[config.mk]
export PLATFORM = sky130hd
export DESIGN_NAME = imem_load_ctrl_flat
export DESIGN_NICKNAME = d
export VERILOG_FILES = /design/src/rtl/imem_load_if.sv /design/src/rtl/imem_load_ctrl.sv /design/src/flat_wrapper.sv
export SDC_FILE = /design/constraint.sdc
export NUM_CORES = 1
export LEC_CHECK = 0
export CAP_MARGIN = 10
export CORE_MARGIN = 10
export CORE_UTILIZATION = 45
export CTS_CLUSTER_DIAMETER = 200
export DETAILED_ROUTE_END_ITERATION = 7
export PLACE_DENSITY = 0.7
export SLEW_MARGIN = 20
export SYNTH_ARGS = -nofsm -noshare
export SYNTH_HDL_FRONTEND = slang
export SYNTH_SLANG_ARGS = --single-unit
[constraint.sdc]
create_clock -name clock -period 1.8 [get_ports clock]
set_input_delay 0.36 -clock clock [delete_from_list [all_inputs] [get_ports clock]]
set_output_delay 0.36 -clock clock [all_outputs]
set_load 0.01 [all_outputs]
[src/rtl/imem_load_if.sv]
// Instruction-memory loader bus bundle.
// Groups the fetch-side address, the load request, the UART byte stream,
// the instruction-memory port and the CPU control/status flags.
//   master : drives fetch_addr, load_req, rx_valid, rx_data
//   slave  : drives imem_addr, imem_we, imem_wdata, cpu_hold, cpu_restart,
//            load_busy, load_err
interface imem_load_if #(
    parameter int unsigned ADDR_W = 14
);
    logic [ADDR_W-1:0] fetch_addr;
    logic              load_req;
    logic              rx_valid;
    logic [7:0]        rx_data;
    logic [ADDR_W-1:0] imem_addr;
    logic              imem_we;
    logic [31:0]       imem_wdata;
    logic              cpu_hold;
    logic              cpu_restart;
    logic              load_busy;
    logic              load_err;

    modport master (
        output fetch_addr, load_req, rx_valid, rx_data,
        input  imem_addr, imem_we, imem_wdata, cpu_hold, cpu_restart,
               load_busy, load_err
    );

    modport slave (
        input  fetch_addr, load_req, rx_valid, rx_data,
        output imem_addr, imem_we, imem_wdata, cpu_hold, cpu_restart,
               load_busy, load_err
    );
endinterface

[src/rtl/imem_load_ctrl.sv]
// Instruction-memory load sequencer and port arbiter.
// Passes the fetch address to the memory port while idle; on load_req it
// freezes the CPU, assembles UART bytes (16-bit LE word count, then LE data
// words) into 32-bit words written from address 0 upward, and releases the
// CPU with a one-cycle restart pulse.
// Ports:
//   clock  : system clock, rising edge
//   reset  : asynchronous active-low reset
//   bus    : imem_load_if slave (fetch/request/UART inputs, memory port and
//            CPU control/status outputs)
// Optional feature macro: IMEM_LOAD_CHECKSUM_EN adds a trailing XOR checksum
// byte over all preceding bytes; a mismatch ends in the error state.
module imem_load_ctrl #(
    parameter int unsigned ADDR_W    = 14,
    parameter int unsigned MAX_WORDS = 16384
) (
    input logic        clock,
    input logic        reset,
    imem_load_if.slave bus
);
    localparam int unsigned CNT_W = 16;

    typedef enum logic [2:0] {
        S_IDLE,
        S_LEN0,
        S_LEN1,
        S_DATA,
        S_WRITE,
`ifdef IMEM_LOAD_CHECKSUM_EN
        S_CSUM,
`endif
        S_DONE,
        S_ERR
    } state_t;

    state_t            r_state;
    logic [ADDR_W-1:0] r_ptr;
    logic [CNT_W-1:0]  r_remain;
    logic [7:0]        r_len_lo;
    logic [23:0]       r_word;
    logic [1:0]        r_bcnt;
    logic [31:0]       r_wdata;
    logic              r_we;
    logic              r_hold;
    logic              r_restart;
    logic              r_busy;
    logic              r_err;
`ifdef IMEM_LOAD_CHECKSUM_EN
    logic [7:0]        r_csum;
    logic              w_csum_ok;
    assign w_csum_ok = (bus.rx_data == r_csum);
`endif

    logic [CNT_W-1:0] w_len;
    logic             w_last;
    assign w_len  = {bus.rx_data, r_len_lo};
    assign w_last = (r_remain == CNT_W'(1));

    // Memory port belongs to the loader whenever the CPU is held.
    assign bus.imem_addr   = r_hold ? r_ptr : bus.fetch_addr;
    assign bus.imem_we     = r_we;
    assign bus.imem_wdata  = r_wdata;
    assign bus.cpu_hold    = r_hold;
    assign bus.cpu_restart = r_restart;
    assign bus.load_busy   = r_busy;
    assign bus.load_err    = r_err;

    // Load sequencer with registered outputs.
    always_ff @(posedge clock or negedge reset) begin
        if (!reset) begin
            r_state   <= S_IDLE;
            r_ptr     <= '0;
            r_remain  <= '0;
            r_len_lo  <= '0;
            r_word    <= '0;
            r_bcnt    <= '0;
            r_wdata   <= '0;
            r_we      <= 1'b0;
            r_hold    <= 1'b0;
            r_restart <= 1'b0;
            r_busy    <= 1'b0;
            r_err     <= 1'b0;
`ifdef IMEM_LOAD_CHECKSUM_EN
            r_csum    <= '0;
`endif
        end else begin
            r_we      <= 1'b0;
            r_restart <= 1'b0;
            case (r_state)
                S_IDLE, S_ERR: begin
                    if (bus.load_req) begin
                        r_state <= S_LEN0;
                        r_hold  <= 1'b1;
                        r_busy  <= 1'b1;
                        r_err   <= 1'b0;
                        r_ptr   <= '0;
                        r_bcnt  <= '0;
`ifdef IMEM_LOAD_CHECKSUM_EN
                        r_csum  <= '0;
`endif
                    end
                end
                S_LEN0: begin
                    if (bus.rx_valid) begin
                        r_len_lo <= bus.rx_data;
                        r_state  <= S_LEN1;
`ifdef IMEM_LOAD_CHECKSUM_EN
                        r_csum   <= r_csum ^ bus.rx_data;
`endif
                    end
                end
                S_LEN1: begin
                    if (bus.rx_valid) begin
                        r_remain <= w_len;
`ifdef IMEM_LOAD_CHECKSUM_EN
                        r_csum   <= r_csum ^ bus.rx_data;
`endif
                        if (w_len == '0) begin
`ifdef IMEM_LOAD_CHECKSUM_EN
                            r_state   <= S_CSUM;
`else
                            r_state   <= S_DONE;
                            r_restart <= 1'b1;
`endif
                        end else if (32'(w_len) > 32'(MAX_WORDS)) begin
                            r_state <= S_ERR;
                            r_err   <= 1'b1;
                            r_busy  <= 1'b0;
                        end else begin
                            r_state <= S_DATA;
                        end
                    end
                end
                S_DATA: begin
                    if (bus.rx_valid) begin
`ifdef IMEM_LOAD_CHECKSUM_EN
                        r_csum <= r_csum ^ bus.rx_data;
`endif
                        case (r_bcnt)
                            2'd0: r_word[7:0]   <= bus.rx_data;
                            2'd1: r_word[15:8]  <= bus.rx_data;
                            2'd2: r_word[23:16] <= bus.rx_data;
                            default: begin
                                r_wdata <= {bus.rx_data, r_word};
                                r_we    <= 1'b1;
                                r_state <= S_WRITE;
                            end
                        endcase
                        r_bcnt <= r_bcnt + 2'd1;
                    end
                end
                S_WRITE: begin
                    r_ptr    <= r_ptr + ADDR_W'(1);
                    r_remain <= r_remain - CNT_W'(1);
                    if (w_last) begin
`ifdef IMEM_LOAD_CHECKSUM_EN
                        // A byte landing here is already the checksum byte.
                        if (bus.rx_valid) begin
                            if (w_csum_ok) begin
                                r_state   <= S_DONE;
                                r_restart <= 1'b1;
                            end else begin
                                r_state <= S_ERR;
                                r_err   <= 1'b1;
                                r_busy  <= 1'b0;
                            end
                        end else begin
                            r_state <= S_CSUM;
                        end
`else
                        r_state   <= S_DONE;
                        r_restart <= 1'b1;
`endif
                    end else begin
                        r_state <= S_DATA;
                        // Back-to-back byte becomes byte 0 of the next word.
                        if (bus.rx_valid) begin
                            r_word[7:0] <= bus.rx_data;
                            r_bcnt      <= 2'd1;
`ifdef IMEM_LOAD_CHECKSUM_EN
                            r_csum      <= r_csum ^ bus.rx_data;
`endif
                        end
                    end
                end
`ifdef IMEM_LOAD_CHECKSUM_EN
                S_CSUM: begin
                    if (bus.rx_valid) begin
                        if (w_csum_ok) begin
                            r_state   <= S_DONE;
                            r_restart <= 1'b1;
                        end else begin
                            r_state <= S_ERR;
                            r_err   <= 1'b1;
                            r_busy  <= 1'b0;
                        end
                    end
                end
`endif
                S_DONE: begin
                    r_state <= S_IDLE;
                    r_hold  <= 1'b0;
                    r_busy  <= 1'b0;
                end
                default: begin
                    r_state <= S_IDLE;
                    r_hold  <= 1'b0;
                    r_busy  <= 1'b0;
                end
            endcase
        end
    end
endmodule

[src/flat_wrapper.sv]
// flat-port wrapper written by rule: the top's interface ports become plain ports
module imem_load_ctrl_flat 
#(
    parameter int unsigned ADDR_W    = 14,
    parameter int unsigned MAX_WORDS = 16384
)
  (clock, reset, bus_fetch_addr, bus_load_req, bus_rx_valid, bus_rx_data, bus_imem_addr, bus_imem_we, bus_imem_wdata, bus_cpu_hold, bus_cpu_restart, bus_load_busy, bus_load_err);
  imem_load_if #(.ADDR_W(ADDR_W)) bus_i ();
  input logic clock;
  input logic reset;
  input wire logic [$bits(bus_i.fetch_addr)-1:0] bus_fetch_addr;
  input wire logic [$bits(bus_i.load_req)-1:0] bus_load_req;
  input wire logic [$bits(bus_i.rx_valid)-1:0] bus_rx_valid;
  input wire logic [$bits(bus_i.rx_data)-1:0] bus_rx_data;
  output wire logic [$bits(bus_i.imem_addr)-1:0] bus_imem_addr;
  output wire logic [$bits(bus_i.imem_we)-1:0] bus_imem_we;
  output wire logic [$bits(bus_i.imem_wdata)-1:0] bus_imem_wdata;
  output wire logic [$bits(bus_i.cpu_hold)-1:0] bus_cpu_hold;
  output wire logic [$bits(bus_i.cpu_restart)-1:0] bus_cpu_restart;
  output wire logic [$bits(bus_i.load_busy)-1:0] bus_load_busy;
  output wire logic [$bits(bus_i.load_err)-1:0] bus_load_err;
  assign bus_i.fetch_addr = bus_fetch_addr;
  assign bus_i.load_req = bus_load_req;
  assign bus_i.rx_valid = bus_rx_valid;
  assign bus_i.rx_data = bus_rx_data;
  assign bus_imem_addr = bus_i.imem_addr;
  assign bus_imem_we = bus_i.imem_we;
  assign bus_imem_wdata = bus_i.imem_wdata;
  assign bus_cpu_hold = bus_i.cpu_hold;
  assign bus_cpu_restart = bus_i.cpu_restart;
  assign bus_load_busy = bus_i.load_busy;
  assign bus_load_err = bus_i.load_err;
  imem_load_ctrl #(.ADDR_W(ADDR_W), .MAX_WORDS(MAX_WORDS)) u_core (.clock(clock), .reset(reset), .bus(bus_i));
endmodule
==> qor.log <==
qor: synth.synthesis.area 4920 um2
qor: routing.drc 0
qor: critical_path.crit_path_start_kind flip-flop
qor: timing.layout_worst_path_cycle_share 1.05
qor: min_path.hold_class flip-flop to flip-flop
qor: synth.post-synth-top-count-cell sky130_fd_sc_hd__dfrtp_1
qor: timing.final_max_slew_violation_count 0
qor: pwr.power.net_switching 2.99 mW
qor: timing.max-slew-margin-rel 0.717
qor: cells_and_area.instances_no_fill 714
qor: floorplanning.design.core.area 10800 um2
qor: critical_path.timing_worst_setup_path_type flip-flop to flip-flop
qor: cells_and_area.utilization 0.633
qor: cts.clk_latency 0.37 ns
qor: global_route.grt_antenna_before_repair 0
qor: pwr.peakVddDrop 0.800 mV
qor: critical_path.critical_path.max_stage_delay 0.58 ns
qor: synth.synth_cell_types 53
qor: global_route.overflow 0
qor: routing.via_count 3891
qor: timing.timing_worst_slew_pin_value 0.425 ns
qor: placed_design.dpl.cell_count 688
qor: timing.finalWorstSetupSlack -0.0921 ns
qor: synth.synth_largest_area_cell sky130_fd_sc_hd__dfrtp_1
qor: global_route.vias_in_the_first_global_route 4035
qor: pwr.comb_power_share 0.426
qor: synth.share_of_yosys_cell_area_claimed_by_the_top_area_cell_type 0.529
qor: synth.per_instance_average_area_after_synthesis 11.6 um2
qor: cells_and_area.post_route_cells_drive_above_1_share 0.383
qor: floorplanning.chipWidth 125 um
qor: placed_design.post-dp-hpwl 9280 um
qor: routing.drt-initial-drc-count 322
qor: pwr.power_report.internal_total 5.49 mW
qor: critical_path.worst-endpoint-required 2.07 ns
qor: global_route.wire_length_of_the_first_global_routing_pass 21400 um
qor: critical_path.cp.buffers_inverters 0
qor: critical_path.timing.rr.end u_core.r_remain[15]
qor: synth.number_of_flops_mapped_to_enable_cells_by_yosys 0
qor: timing.fmax 529 MHz
qor: cts.tritoncts yes
qor: critical_path.cpLargestDelayFamily simple AND/OR/NAND/NOR gates
qor: cells_and_area.net_total_in_the_final_layout 603
qor: critical_path.r2r_slack -0.09 ns
qor: routing.firstDrtPassIters 4
qor: cts.clkTransAtPathRegs 0.10 ns
qor: synth.postSynthRegisterBits 104
qor: run_status.failing_checks setup timing
qor: critical_path.cp_cell_sequence or4_4 -> nor4_4 -> nand4_1 -> o22a_1 -> o21a_1
qor: placed_design.dp_slack -0.381 ns
qor: critical_path.critical_path_peak_fanout 4
qor: cells_and_area.synthToLayoutAreaGrowth 38.8%
qor: cells_and_area.area_of_the_multi_input_gates 2410 um2
qor: timing.setup_failing_eps_final 11
qor: placed_design.post_dp_cell_area 6330 um2
qor: cts.cts_inserted_buffers 9
qor: flow_run.max-cap-violations 0
qor: cells_and_area.nFillCells 885
qor: cts.cts_sinks 104
qor: synth.async_reset_ff_frac 1.00
qor: global_route.globalRouteTotalUtil 0.166
qor: global_route.grt_start_max_net_pins 72
qor: min_path.worst_hold_path.num_cells 1
qor: synth.synth-seq-area-share 0.529
qor: run_status.run_status finished, violations left
qor: cells_and_area.antenna_cells_inserted 0
qor: timing.fin_worst_skew 0.0108 ns
qor: pwr.power.density 1240 nW/um2
qor: routing.routed_via_density 5.45
qor: synth.synth_area_leaders sky130_fd_sc_hd__dfrtp_1, sky130_fd_sc_hd__mux2_2, sky130_fd_sc_hd__nand2_1
qor: critical_path.arrival 2.16 ns
qor: cts.cts-htree-levels 3
qor: placed_design.port-buffer-count 76
qor: floorplanning.die_area 15500 um2
qor: cts.clock-root-buffer sky130_fd_sc_hd__clkbuf_8
qor: floorplanning.boundaryPins 77
qor: timing.grt_setup_unrepaired yes
qor: pwr.power.share.clock 0.157
qor: floorplanning.rows 38
qor: cells_and_area.ff_latch_area 2600 um2
qor: critical_path.reg2reg_depth 5
qor: routing.drt.antenna.violating_nets 0
qor: pwr.power.leakage 3.14 nW
qor: timing.final.min_clock_period 1.89 ns
qor: routing.final_wirelength 13000 um
qor: critical_path.setup.worst_path.end_class flip-flop
qor: min_path.hold_path_origin u_core.r_ptr[13]
qor: synth.postSynth.topFlopCell sky130_fd_sc_hd__dfrtp_1
qor: routing.avgRoutedWirePerCell 18.3 um
qor: critical_path.critical-path-slowest-cell sky130_fd_sc_hd__or4_4
qor: synth.synthesis.yosys.warnings 0
qor: pwr.power_switching_share 0.352
qor: cts.clock_path_buffers 2
qor: critical_path.reg2reg_from u_core.r_remain[6]
qor: pwr.power.share.sequential 0.417
qor: synth.synthesis.instances 423
qor: floorplanning.initial_core_utilization 0.456
qor: synth.yosys-top-cells-count sky130_fd_sc_hd__dfrtp_1, sky130_fd_sc_hd__mux2_2, sky130_fd_sc_hd__nand2_1
qor: floorplanning.floorplan.die.height 125 um
qor: synth.synth_fp_nets 456
qor: placed_design.gp_congestion 0.892
qor: timing.report.final.hold_viol_count 0
qor: cells_and_area.final_area 6830 um2
qor: min_path.min_delay_worst_endpoint u_core.r_ptr[13]
qor: timing.worst_hold_slack_across_all_endpoints 0.492 ns
[placed cells by master, fill, tap and decap left out, drive strengths merged, types with 3 or more instances in the layout]
cell	Yosys	final
o22ai	7	7
o211ai	6	6
nor2b	4	4
o21ai	28	28
a211oi	6	6
a21o	3	3
o311ai	3	3
nor3	12	12
and2	3	3
buf	12	94
dfrtp	104	104
nand3	8	8
nor4	7	7
nand2	39	39
nand2b	5	5
clkbuf	8	10
a21oi	12	12
mux2	78	78
a31oi	3	3
o31ai	3	3
ha	7	7
and3	5	5
inv	8	10
nor3b	3	3
nand4	7	7
nor2	17	17
clkdlybuf4s50	0	60
a221oi	3	3
clkinvlp	0	3
[layer usage]
metal,part of all wire,vias to the layer above,track usage
li1,-,1846,-
met1,0.42,1933,0.203
met2,0.50,98,0.279
met3,0.065,14,0.0562
met4,0.010,0,0.0350
met5,0,-,0
[area by class of cell]
class	instances	share of cell area
Clock buffer	10	0.0187
Multi-Input combinational cell	291	0.353
Timing Repair Buffer	156	0.210
Tap cell	140	0.0256
Clock inverter	5	0.00623
Sequential cell	104	0.381
Inverter	8	0.00440
[sequential cells by signal, summed over array words and instances (netlist names)]
signal,cells
u_core.bus.load_err,1
u_core.bus.imem_wdata,32
u_core.r_bcnt,2
u_core.r_len_lo,8
u_core.r_state,3
u_core.r_ptr,14
u_core.bus.cpu_restart,1
u_core.bus.cpu_hold,1
u_core.bus.load_busy,1
u_core.r_word,24
u_core.r_remain,16
u_core.bus.imem_we,1
[power groups by stage]
stage	Combinational, mW	Sequential [mW]	Clock [mW]
2_1_floorplan	1.73	3.51	0
3_5_place_dp	3.27	3.51	0
3_3_place_gp	3.18	3.46	0
4_1_cts	3.46	3.51	1.38
5_1_grt	3.95	3.62	1.48
6_report	3.61	3.53	1.33
[worst max-delay path by stage]
stage | from | end | slack, ns | cells past startpoint
6_report | u_core.r_remain[6] | u_core.r_remain[15] | -0.09 | 5
3_3_place_gp | bus_rx_data[1] | u_core.r_state[1] | -0.37 | 6
4_1_cts | u_core.r_remain[3] | u_core.r_remain[11] | -0.08 | 5
5_1_grt | u_core.r_remain[3] | u_core.r_remain[15] | -0.14 | 5
3_5_place_dp | bus_rx_data[1] | u_core.r_state[1] | -0.38 | 6
2_1_floorplan | u_core.r_remain[3] | u_core.r_remain[11] | 0.05 | 5
[per-stage QoR]
step	power (mW)	setup TNS [ns]
2_1_floorplan	5.23	0
3_3_place_gp	6.64	-8.97
3_5_place_dp	6.78	-11.20
4_1_cts	8.35	-0.947
5_1_grt	9.05	-1.11
6_report	8.48	-0.402
[cells by family (layout without fill, tap and decap cells)]
family / after synthesis / in the layout / synth area share
XOR/XNOR: 1 / 1 / 0.00178
multiplexers: 80 / 80 / 0.183
AND/OR/NAND/NOR: 118 / 118 / 0.133
adder cells (fa/ha/maj): 7 / 7 / 0.0178
flip-flops: 104 / 104 / 0.529
buffers and inverters: 28 / 179 / 0.0244
AO/OA/AOI/OAI: 85 / 85 / 0.112
[repair_timing]
action | CTS | global route
gates resized for setup | 92 | 33
hold buffers | 1 | 0
gates cloned | 1 | 0
endpoints found under the hold margin | 5 | 0
pin swaps | 6 | 10
setup buffers | 6 | 6
endpoints found under the setup margin | 30 | 45
(Power assumes the default switching activity.)
